===== src/rtl/axi_crossbar_pkg.sv =====
// Shared definitions for the crossbar request arbiter.
// Mode encodings, FSM states and a constant-safe clog2.
package axi_crossbar_pkg;

  localparam int ARB_FIXED = 0;
  localparam int ARB_RR    = 1;
  localparam int ARB_WRR   = 2;

  typedef enum logic {
    ST_IDLE  = 1'b0,
    ST_GRANT = 1'b1
  } arb_state_e;

  function automatic int clog2(input int n);
    int r;
    r = 0;
    while ((1 << r) < n) r++;
    return (r < 1) ? 1 : r;
  endfunction

endpackage


===== src/rtl/axi_crossbar_rr_pick.sv =====
// Rotating priority encoder: first set request at or above
// the start pointer, wrapping modulo N.
import axi_crossbar_pkg::*;

module axi_crossbar_rr_pick #(
  parameter int N  = 4,
  parameter int IW = clog2(N)
) (
  input  logic [N-1:0]  i_req,
  input  logic [IW-1:0] i_ptr,
  output logic [N-1:0]  o_onehot,
  output logic [IW-1:0] o_idx
);

  logic w_hit;

  always_comb begin
    o_onehot = '0;
    o_idx    = '0;
    w_hit    = 1'b0;
    for (int i = 0; i < N; i++) begin
      automatic int j = int'(i_ptr) + i;
      if (j >= N) j -= N;
      if (!w_hit && i_req[j]) begin
        w_hit       = 1'b1;
        o_onehot[j] = 1'b1;
        o_idx       = IW'(j);
      end
    end
  end

endmodule


===== src/rtl/axi_crossbar_wrr_arbiter.sv =====
// Locked one-hot grant arbiter: fixed, round-robin or
// weighted round-robin winner selection.
import axi_crossbar_pkg::*;

module axi_crossbar_wrr_arbiter #(
  parameter int AXI_REQUEST_NUM = 4,
  parameter int WEIGHT_WIDTH    = 4,
  parameter int ARB_MODE        = 2,
  localparam int N  = AXI_REQUEST_NUM,
  localparam int IW = clog2(AXI_REQUEST_NUM),
  localparam int WW = WEIGHT_WIDTH
) (
  input  logic          ACLK,
  input  logic          ARESETN,
  input  logic [N-1:0]  requests_i,
  input  logic          release_i,
  input  logic [N*WW-1:0] weights_i,
  output logic [N-1:0]  arbiter_o,
  output logic [IW-1:0] grant_idx_o,
  output logic          grant_valid_o
);

  arb_state_e    r_state, w_state_nxt;
  logic [N-1:0]  r_arb, w_arb_nxt;
  logic [IW-1:0] r_idx, w_idx_nxt;
  logic [IW-1:0] r_ptr, w_ptr_nxt;
  logic [WW-1:0] r_credit, w_credit_nxt;

  logic [IW-1:0] w_pick_ptr;
  logic [N-1:0]  w_onehot;
  logic [IW-1:0] w_idx;
  logic [WW-1:0] w_wt;
  logic [WW-1:0] w_cred_eff;
  logic          w_hold;
  logic          w_abandon;

  function automatic logic [IW-1:0] f_inc(input logic [IW-1:0] i);
    return (i == IW'(N - 1)) ? '0 : i + 1'b1;
  endfunction

  assign w_pick_ptr = (ARB_MODE == ARB_FIXED) ? '0 : r_ptr;

  axi_crossbar_rr_pick #(
    .N  (N),
    .IW (IW)
  ) u_pick (
    .i_req    (requests_i),
    .i_ptr    (w_pick_ptr),
    .o_onehot (w_onehot),
    .o_idx    (w_idx)
  );

  // Credit only carries over while the pointer holder wins again.
  always_comb begin
    w_wt = '0;
    for (int k = 0; k < N; k++) begin
      if (w_idx == IW'(k)) w_wt = weights_i[k*WW +: WW];
    end
    if (w_wt == '0) w_wt = WW'(1);
    w_cred_eff = (w_idx == r_ptr) ? r_credit : '0;
    w_hold     = ({1'b0, w_cred_eff} + 1'b1) < {1'b0, w_wt};
  end

  assign w_abandon = ~|(requests_i & r_arb);

  always_comb begin
    w_state_nxt  = r_state;
    w_arb_nxt    = r_arb;
    w_idx_nxt    = r_idx;
    w_ptr_nxt    = r_ptr;
    w_credit_nxt = r_credit;
    unique case (r_state)
      ST_IDLE: begin
        if (|requests_i) begin
          w_state_nxt = ST_GRANT;
          w_arb_nxt   = w_onehot;
          w_idx_nxt   = w_idx;
          if (ARB_MODE == ARB_RR) begin
            w_ptr_nxt = f_inc(w_idx);
          end else if (ARB_MODE == ARB_WRR) begin
            if (w_hold) begin
              w_ptr_nxt    = w_idx;
              w_credit_nxt = w_cred_eff + 1'b1;
            end else begin
              w_ptr_nxt    = f_inc(w_idx);
              w_credit_nxt = '0;
            end
          end
        end
      end
      ST_GRANT: begin
        if (release_i || w_abandon) begin
          w_state_nxt = ST_IDLE;
          w_arb_nxt   = '0;
          // An abandoned grant forfeits the rest of its weight.
          if (!release_i && ARB_MODE == ARB_WRR) begin
            w_ptr_nxt    = f_inc(r_idx);
            w_credit_nxt = '0;
          end
        end
      end
    endcase
  end

  always_ff @(posedge ACLK or negedge ARESETN) begin
    if (!ARESETN) begin
      r_state  <= ST_IDLE;
      r_arb    <= '0;
      r_idx    <= '0;
      r_ptr    <= '0;
      r_credit <= '0;
    end else begin
      r_state  <= w_state_nxt;
      r_arb    <= w_arb_nxt;
      r_idx    <= w_idx_nxt;
      r_ptr    <= w_ptr_nxt;
      r_credit <= w_credit_nxt;
    end
  end

  assign arbiter_o     = r_arb;
  assign grant_idx_o   = r_idx;
  assign grant_valid_o = |r_arb;

endmodule


===== config.mk =====
export PLATFORM = sky130hd
export DESIGN_NAME = axi_crossbar_wrr_arbiter
export DESIGN_NICKNAME = d
export VERILOG_FILES = /design/src/rtl/axi_crossbar_pkg.sv /design/src/rtl/axi_crossbar_rr_pick.sv /design/src/rtl/axi_crossbar_wrr_arbiter.sv
export SDC_FILE = /design/constraint.sdc
export NUM_CORES = 1
export LEC_CHECK = 0
export ABC_CLOCK_PERIOD_IN_PS = 4050
export CAP_MARGIN = 5
export CORE_MARGIN = 1
export CORE_UTILIZATION = 46
export DETAILED_ROUTE_END_ITERATION = 16
export PLACE_DENSITY_LB_ADDON = 0.25
export SYNTH_ARGS = -nofsm -noshare
export SYNTH_HDL_FRONTEND = slang
export SYNTH_SLANG_ARGS = --single-unit

===== constraint.sdc =====
create_clock -name ACLK -period 4.05 [get_ports ACLK]
set_input_delay 0.81 -clock ACLK [delete_from_list [all_inputs] [get_ports ACLK]]
set_output_delay 0.81 -clock ACLK [all_outputs]
set_load 0.02 [all_outputs]

==> results.md <==
* Data required, critical path at 4.19 ns
* Most frequent cells in the layout: buf_4, clkdlybuf4s50_1, nand2_1
* I/O Buffers at 29
* Final Skew at 0.00330 ns
* Residual DRC at 0
* Total wire length at 4.07 mm
* Clk sinks at 13
* Largest net degree at the start of global routing at 14
* Warnings, synthesis at 0
* Layout Nets at 256
* CTS tree: yes
* Arr. time, crit path at 4.26 ns
* Vias in the first global route at 1,395
* Slew Viols, Final at 0
* Async set-or-reset flop fraction in the synthesized netlist at 100%
* Top cells by area, synth: dfrtp_1, ha_1, mux4_2
* Critical-path cell list: clkdlybuf4s15_2 -> mux4_2 -> or2_4 -> o21bai_4 -> a31oi_4 -> inv_2 -> ha_4 -> a221o_1 -> a22oi_2 -> ha_4 -> buf_6 -> a2111oi_4 -> mux2i_1 -> o22ai_1
* Post-synth EDFFs at 0
* Post-DP HPWL at 2.84 mm
* Core Region at 2780 um^2
* Min Tclk post-route at 4.12 ns
* Antenna diodes at 0
* FP Rows at 19
* Fmax at 243 MHz
* Clock Root Buffer: clkbuf_4
* Failing checks: setup timing
* Routed vias at 1,463
* Die area at 3180 um^2
* Synthesized area per cell at 8.90 um^2
* Cts bufs inserted at 3
* Critical path's largest stage delay at 0.51 ns
* RSZ-0062 raised after global routing: true
* Total track usage at 24.2%
* Die X at 56.4 um
* ANT nets after route at 0
* Area grow syn2layout at 57.3%
* Fraction of layout cells with a size suffix above 1 at 36.5%
* Finished Core Util at 77.0%
* Final setup fails at 2
* First-iteration detailed-routing DRC count at 74
* Area share of the largest cell type after synthesis at 23.9%
* CTS Buffer Depth at 2
* Nature of the critical path endpoint: flop
* Slew headroom at 60.6%
* Clk Latency, worst-skew pair at 0.27 ns
* GRT overflow at 0
* Drt pass-1 iters at 5
* Top cell family by delay on the critical path: compound AO/OA/AOI/OAI gates
* I/O Pins at 30
* Clk slew on worst S/H paths at 0.08 ns
* Die Ht at 56.4 um
* Worst min path class: flop to flop
* First-pass GRT wire length at 6.13 mm
* Yosys reg bits at 13
* WP buf/inv at 3
* Outcome: finished, violations left
* CP max FO at 5
* Post-synth top area cell: dfrtp_1
* Slew @ Worst Pin at 0.590 ns
* Syn Nets at 189
* Routability cong. at 0.900
* Crit-path slowest cell: mux4_2
* Most used cell, CP: ha_4
* Initial Util at 48.9%
* Setup crit start kind: input pin
* Final hold vios at 0
* Cell variety after synth at 41
* Most common cell after layout, fill and taps aside: buf_4
* WL per Instance at 16.3 um
* Gate Count Post-Synth at 153
* Initial antenna violation count at 0
* CTS H-tree depth at 1
* Via/cell ratio at 5.85
* Kind of critical path: input pin to flop
* Final cycle utilization of the critical path at 102%
* Post-synthesis sequential area ratio at 23.9%
* Final worst setup slack at -0.0724 ns
* Mapped Area at 1360 um^2
* Max-Cap Viols at 0
* Dominant synthesized flop cell: dfrtp_1
## cell families after synthesis
logic type / count (synthesis) / share of synthesized area, %
fa+ha+maj: 13 / 11.9
buf+inv: 17 / 5.33
flops: 13 / 23.9
mux: 9 / 10.4
compound gates: 54 / 29.9
xor+xnor: 2 / 1.29
simple gates: 45 / 17.3
## flip-flops by register name (all words and copies together) (netlist names)
| signal | count |
|---|---|
| arbiter_o | 4 |
| grant_idx_o | 2 |
| r_credit | 4 |
| r_ptr | 2 |
| r_state | 1 |
## cell type report
cell class,instances,area [um^2]
Fill cell,191,641
Inverter,9,38.8
Multi-Input combinational cell,123,1100
Sequential cell,13,327
Tap cell,31,38.8
Timing Repair Buffer,70,608
Clock buffer,4,26.3
## layer usage
metal / wire length, um / vias to the layer above / GRT usage (%)
li1: - / 707 / -
met1: 1630 / 684 / 31.0
met2: 2110 / 64 / 44.6
met3: 235 / 8 / 0.922
met4: 87 / 0 / 6.27
met5: 0 / - / 0
## path summary, 6_finish.rpt
| check | depth (start not counted) | startpoint | slack [ns] | endpoint |
|---|---|---|---|---|
| hold / removal | 2 | arbiter_o[0] | 0.54 | arbiter_o[0] |
| min in group asynchronous | 1 | ARESETN | 0.91 | r_state |
| setup / recovery | 14 | requests_i[0] | -0.07 | r_ptr[1] |
| hold reg to reg | 2 | arbiter_o[0] | 0.54 | arbiter_o[0] |
| setup reg to reg | 15 | r_ptr[0] | -0.07 | r_ptr[1] |
| max in group asynchronous | 1 | ARESETN | 2.73 | r_ptr[0] |
## tightest hold or removal path: stages, from the launching register on
cell and delay (ns):
dfrtp_1 0.39, nand2_1 0.06, o21ai_0 0.06
## repair_timing
action	CTS	global route
pin swaps	11	15
gates resized for setup	18	18
setup buffers	6	3
hold buffers	0	0
setup endpoints to repair	6	6
## synthesized netlist by cell type (2+ instances only)
master and instances:
xnor2_1 2, ha_1 13, mux2i_1 4, inv_1 9
nand2_1 18, or4_1 2, a21oi_1 12, a21o_1 2
dfrtp_1 13, a22o_1 4, mux4_2 4, nand3_1 3
nor2_1 7, a22oi_1 9, nor2b_1 2, o211ai_1 2
clkbuf_1 6, nand3b_1 4, o21ai_0 10, a221oi_1 4
and2_1 3
## per-stage QoR
stage	hold slack, ns	cells	area [um^2]	setup WS (ns)	TNS [ns]
finish	0.541	250	2140	-0.0724	-0.131
global route	0.572	250	2140	-0.203	-0.829
CTS	0.544	247	2020	-0.0453	-0.182
detailed placement	0.528	237	1930	-0.662	-3.93
global placement	0.508	237	1930	-0.557	-3.22
floorplan	0.488	153	1420	-0.135	-0.717
Power is left out: the tool's default activity adds up to more than one toggle a clock period on the data nets, which glitch-free logic cannot reach.
